--- src/rtl/rob_mw.sv ---
// rob_mw: in-order reorder buffer with multi-wide commit, one store per cycle and mispredict flush recovery
module rob_mw #(
  parameter int DEPTH = 32,
  parameter int COMMIT_W = 2,
  parameter int ARCH_W = 5,
  parameter int PHY_W = 6,
  parameter int ADDR_W = 32,
  localparam int TAG_W = $clog2(DEPTH)
) (
  input  logic                      clk,
  input  logic                      rst,
  input  logic                      dis_valid,
  output logic                      dis_ready,
  input  logic                      dis_reg_write,
  input  logic                      dis_inst_sw,
  input  logic [ARCH_W-1:0]         dis_rdaddr,
  input  logic [PHY_W-1:0]          dis_new_phy,
  input  logic [PHY_W-1:0]          dis_prev_phy,
  output logic [TAG_W-1:0]          dis_tag,
  input  logic                      cdb_val,
  input  logic [TAG_W-1:0]          cdb_robtag,
  input  logic [ADDR_W-1:0]         cdb_swaddr,
  input  logic                      cdb_flush,
  input  logic [TAG_W-1:0]          cfc_robtag,
  input  logic                      sb_full,
  output logic [COMMIT_W-1:0]       rob_commit,
  output logic [COMMIT_W-1:0]       rob_commitregwrite,
  output logic [COMMIT_W*ARCH_W-1:0] rob_commitrdaddr,
  output logic [COMMIT_W*PHY_W-1:0] rob_commitprephyaddr,
  output logic [COMMIT_W*PHY_W-1:0] rob_commitcurrphyaddr,
  output logic                      rob_commitmemwrite,
  output logic [ADDR_W-1:0]         rob_swaddr,
  output logic [TAG_W:0]            rob_rdptr,
  output logic [TAG_W:0]            rob_wrptr,
  output logic [TAG_W:0]            rob_count,
  output logic                      rob_full,
  output logic                      rob_two_or_more_vacant
);
  localparam int PW = TAG_W + 1;
  logic [PW-1:0] rd_ptr, wr_ptr, count, n_commit;
  logic [DEPTH-1:0] valid, complete, is_sw, reg_write, killed;
  logic [ARCH_W-1:0] rdaddr_q [DEPTH];
  logic [PHY_W-1:0] new_phy_q [DEPTH];
  logic [PHY_W-1:0] prev_phy_q [DEPTH];
  logic [ADDR_W-1:0] swaddr_q [DEPTH];
  logic [TAG_W-1:0] rd_lo, wr_lo, flush_d, idx;
  logic dis_fire, cdb_hit, ok;
  assign rd_lo = rd_ptr[TAG_W-1:0];
  assign wr_lo = wr_ptr[TAG_W-1:0];
  assign count = rst ? '0 : wr_ptr - rd_ptr;
  assign rob_count = count;
  assign rob_full = count == PW'(DEPTH);
  assign rob_two_or_more_vacant = count <= PW'(DEPTH - 2);
  assign dis_ready = ~rob_full;
  assign dis_tag = wr_lo;
  assign rob_rdptr = rd_ptr;
  assign rob_wrptr = wr_ptr;
  assign flush_d = cfc_robtag - rd_lo;
  assign dis_fire = dis_valid & dis_ready & ~cdb_flush;
  assign cdb_hit = cdb_val & valid[cdb_robtag] & ~(cdb_flush & killed[cdb_robtag]);
  always_comb begin
    killed = '0;
    for (int j = 0; j < DEPTH; j++) killed[j] = TAG_W'(TAG_W'(j) - rd_lo) > flush_d;
  end
  always_comb begin
    rob_commit = '0;
    rob_commitregwrite = '0;
    rob_commitrdaddr = '0;
    rob_commitprephyaddr = '0;
    rob_commitcurrphyaddr = '0;
    rob_commitmemwrite = 1'b0;
    rob_swaddr = '0;
    n_commit = '0;
    idx = '0;
    ok = ~rst;
    for (int i = 0; i < COMMIT_W; i++) begin
      idx = rd_lo + TAG_W'(i);
      ok = ok && (count > PW'(i)) && valid[idx] && complete[idx] &&
           (!is_sw[idx] || (!sb_full && !rob_commitmemwrite));
      rob_commit[i] = ok;
      if (ok) begin
        n_commit = n_commit + PW'(1);
        rob_commitregwrite[i] = reg_write[idx];
        rob_commitrdaddr[i*ARCH_W +: ARCH_W] = rdaddr_q[idx];
        rob_commitprephyaddr[i*PHY_W +: PHY_W] = prev_phy_q[idx];
        rob_commitcurrphyaddr[i*PHY_W +: PHY_W] = new_phy_q[idx];
        if (is_sw[idx]) begin
          rob_commitmemwrite = 1'b1;
          rob_swaddr = swaddr_q[idx];
        end
      end
    end
  end
  always_ff @(posedge clk) begin
    if (rst) begin
      rd_ptr <= '0;
      wr_ptr <= '0;
      valid <= '0;
      complete <= '0;
      is_sw <= '0;
    end else begin
      rd_ptr <= rd_ptr + n_commit;
      if (cdb_flush) begin
        wr_ptr <= rd_ptr + PW'(flush_d) + PW'(1);
        valid <= valid & ~killed;
      end
      for (int i = 0; i < COMMIT_W; i++)
        if (rob_commit[i]) valid[rd_lo + TAG_W'(i)] <= 1'b0;
      if (cdb_hit) complete[cdb_robtag] <= 1'b1;
      if (dis_fire) begin
        wr_ptr <= wr_ptr + PW'(1);
        valid[wr_lo] <= 1'b1;
        complete[wr_lo] <= 1'b0;
        is_sw[wr_lo] <= dis_inst_sw;
      end
    end
  end
  always_ff @(posedge clk) begin
    if (cdb_hit && is_sw[cdb_robtag]) swaddr_q[cdb_robtag] <= cdb_swaddr;
    if (dis_fire) begin
      reg_write[wr_lo] <= dis_reg_write;
      rdaddr_q[wr_lo] <= dis_rdaddr;
      new_phy_q[wr_lo] <= dis_new_phy;
      prev_phy_q[wr_lo] <= dis_prev_phy;
    end
  end
endmodule

--- config.mk ---
export PLATFORM = sky130hd
export DESIGN_NAME = rob_mw
export DESIGN_NICKNAME = d
export VERILOG_FILES = /design/src/rtl/rob_mw.sv
export SDC_FILE = /design/constraint.sdc
export NUM_CORES = 2
export LEC_CHECK = 0
export CORE_AREA = 2 2 531 533
export DETAILED_ROUTE_END_ITERATION = 16
export DIE_AREA = 0 0 533 535
export GPL_ROUTABILITY_DRIVEN = 0
export PLACE_DENSITY = 0.48
export SKIP_CTS_REPAIR_TIMING = 1
export SLEW_MARGIN = 0
export SYNTH_ARGS = -nofsm -noshare
export SYNTH_HDL_FRONTEND = slang
export SYNTH_SLANG_ARGS = --single-unit
--- constraint.sdc ---
create_clock -name clk -period 10.1 [get_ports clk]
set_input_delay 2.525 -clock clk [delete_from_list [all_inputs] [get_ports clk]]
set_output_delay 2.525 -clock clk [all_outputs]
set_load 0.05 [all_outputs]
==> flow_metrics.py <==
metrics = {
    "pwr": {
        "p_total_mw": 15.0,
        "power_frac_seq_pct": 51.7,
        "clkPwrFrac_pct": 45.1,
        "p_switching_mw": 3.23,
        "power.internal_mw": 11.8,
        "powerDensity_nw_per_um2": 157,
        "p_sw_share_pct": 21.5,
        "peakVddDrop_uv": 136,
        "leakage_nw": 29.1,
        "pwr-share-comb_pct": 3.2,
    },
    "placed_design": {
        "post-place-ws_ps": 1380,
        "dpl.cell_count": 8284,
        "dpl_cell_area_um2": 89900,
        "hpwlAfterDp_mm": 169,
        "io_buffer_count": 163,
    },
    "global_route": {
        "grt_pass1_wl_mm": 389,
        "antenna_found_initial": 15,
        "grt_use_total_pct": 18.9,
        "gr-total-overflow": 0,
        "grt_pass1_vias": 50200,
        "grt_max_degree": 131,
    },
    "critical_path": {
        "crit_path_max_fanout": 41,
        "crit_start": "rob_rdptr[0]",
        "max_stage_delay_ps": 820,
        "worstSetupPathType": "flop to output port",
        "cp-endpoint": "rob_swaddr[29]",
        "worstRegToRegCells": 18,
        "arrival_ps": 6370,
        "r2r_slack_ps": 3590,
        "cpMostUsedCell": "buf_4",
        "critPathRequiredTime_ps": 7580,
        "crit_path_start_kind": "flop",
        "endpoint_kind": "output port",
        "r2r-start": "rob_rdptr[3]",
        "reg2reg_to": "swaddr_q[26][7]",
        "crit_path_top_delay_cell": "buf_4",
        "critical_path.cell_chain": "inv_2 -> ha_4 -> buf_4 -> buf_4 -> buf_4 -> mux4_2 -> mux4_2 -> mux2i_1 -> o22ai_1 -> buf_4",
    },
    "final_layout": {
        "layout_common_cells": "edfxtp_1 (1600), mux4_2 (1001), nand2_1 (332)",
        "finalNonFillerCells": 8630,
        "fin_area_um2": 95900,
        "final_common_cell": "edfxtp_1",
        "finalNetCount": 4935,
        "syn2layout_area_growth_pct": 14.9,
        "layout-drive-gt1-share_pct": 32.1,
        "fin_util_pct": 34.4,
    },
    "outcome": {
        "status": "complete, no violations",
    },
    "timing": {
        "timing.fmax_mhz": 112,
        "hold_viol": 0,
        "period_share_pct": 88.1,
        "tightestPinTransition_ps": 1240,
        "setup_violations": 0,
        "hold_slack_ps": 482,
        "rsz0062_at_grt": "false",
        "slew_violations": 0,
        "setup_ws_ps": 1200,
        "finalCriticalPeriod_ps": 8900,
        "finClkSkew_ps": 71.8,
        "slew_headroom_pct": 16.8,
        "tns_ps": 0,
    },
    "worst_hold_path": {
        "hp-class": "flop to flop",
    },
    "clock_network": {
        "htreeDepth": 4,
        "cts_buffer_depth": 4,
        "cts_inserted_buffers": 199,
        "clock_sinks": 1708,
        "root_buffer": "clkbuf_16",
        "clock_latency_ps": 900,
        "path_clk_slew_ps": 60,
        "tritoncts": "yes",
    },
    "synth": {
        "ys_types": 79,
        "syn_avg_cell_area_um2": 18.3,
        "synth.ff_latch_count": 1708,
        "ys_warn_count": 0,
        "synth_nets": 4746,
        "ys.flop_type": "edfxtp_1",
        "async_reset_ff_share_pct": 0,
        "seq_area_frac_synth_pct": 60.1,
        "synth_cells": 4572,
        "syn_area_um2": 83500,
        "synth_edf_count": 1600,
    },
    "detailed_routing": {
        "drt-pass1-iter-count": 6,
        "vias_per_cell": 5.71,
        "drcViolationCount": 0,
        "drtIter0Drc": 5472,
        "drt_wl_total_mm": 274,
        "ant_nets": 0,
        "num_vias": 49300,
        "wl_per_cell_um": 31.8,
    },
    "floorplan": {
        "initial_core_util_pct": 29.9,
        "dieArea_um2": 285000,
        "io_pins": 164,
        "rows": 194,
        "fp.dieW_um": 533,
        "core_area_um2": 279000,
        "die_y_um": 535,
    },
    "run": {
        "maxCapViolations": 0,
    },
}
[logic make-up after synthesis]
family          Yosys count  synth area share, %
mux                    1097                 28.2
fa+ha+maj               108                 1.66
buf+inv                 450                 2.16
xor+xnor                 44                0.493
compound gates          408                 3.20
flops                  1708                 60.1
simple gates            757                 4.21
[synth_stat cells (all sizes together) (6+ instances only)]
| cell type | instances | area [µm²] |
|---|---|---|
| o21ai | 59 | 295 |
| dfxtp | 108 | 2160 |
| a32oi | 19 | 166 |
| or3 | 8 | 50.1 |
| o31ai | 9 | 67.6 |
| ha | 103 | 1290 |
| xnor2 | 31 | 279 |
| o2111ai | 11 | 96.3 |
| a21oi | 122 | 611 |
| a22oi | 6 | 45.0 |
| nand3 | 102 | 510 |
| o311ai | 7 | 61.3 |
| o22ai | 61 | 382 |
| buf | 140 | 643 |
| mux4 | 1002 | 22600 |
| o21a | 6 | 45.0 |
| mux2i | 92 | 921 |
| nand2 | 334 | 1260 |
| clkbuf | 209 | 786 |
| inv | 97 | 364 |
| a21o | 12 | 90.1 |
| xor2 | 13 | 133 |
| nor3 | 75 | 390 |
| nor2 | 90 | 338 |
| and3 | 18 | 113 |
| nand4 | 45 | 282 |
| a211oi | 19 | 148 |
| o211ai | 15 | 113 |
| nand2b | 8 | 50.1 |
| edfxtp | 1600 | 48000 |
| or2 | 14 | 87.6 |
| nor2b | 14 | 87.6 |
| nor4 | 14 | 87.6 |
| o221ai | 6 | 52.6 |
| and2 | 14 | 87.6 |
[layout make-up]
| cell class | count | area [µm²] |
|---|---|---|
| antenna | 1 | 2.50 |
| clock buffer | 248 | 5250 |
| clock inverter | 97 | 767 |
| fill | 26200 | 183000 |
| inverter | 101 | 402 |
| multi-input combinational | 2414 | 31700 |
| sequential | 1708 | 50200 |
| tap | 3724 | 4660 |
| timing repair buffer | 337 | 2890 |
[power by group through the flow]
stage | Clock, mW | Sequential, mW | Combinational, mW
2_1_floorplan | 0 | 7.92 | 0.220
3_3_place_gp | 0 | 7.92 | 0.468
3_5_place_dp | 0 | 7.93 | 0.472
4_1_cts | 6.96 | 7.78 | 0.473
5_1_grt | 7.22 | 7.78 | 0.511
6_report | 6.78 | 7.78 | 0.474
[worst min path at each step]
| stage | slack (ps) | from | depth (start not counted) | end |
|---|---|---|---|---|
| after global routing | 500 | complete[30] | 2 | complete[30] |
| final | 480 | complete[9] | 2 | complete[9] |
| after floorplan | 450 | complete[30] | 2 | complete[30] |
| after CTS | 480 | complete[9] | 2 | complete[9] |
| after detailed placement | 470 | complete[0] | 2 | complete[0] |
| after global placement | 460 | complete[29] | 2 | complete[29] |
[worst max-delay path: cells and delay by family, from the launching register on]
family,cells,cell delay [ps]
AOI/OAI and AO/OA,1,160
DFF,1,540
muxes,3,1810
adders and majority gates,1,480
buffers and inverters,5,2450
[sequential cells by signal, indices dropped and copies added, names as in the netlist]
signal,flops
complete,32
is_sw,32
new_phy_q,192
prev_phy_q,192
rdaddr_q,160
reg_write,32
rob_rdptr,6
rob_wrptr,6
swaddr_q,1024
valid,32
[metal layers]
layer / up-vias / wire length, µm / GRT usage, % / share of wire (%)
met4: 0 / 7120 / 4.73 / 2.6
met2: 2156 / 131000 / 30.7 / 48
met3: 444 / 19000 / 3.25 / 6.9
met1: 26900 / 117000 / 26.3 / 43
li1: 19800 / - / - / -
met5: - / 0 / 0 / 0
(Power assumes the default switching activity.)
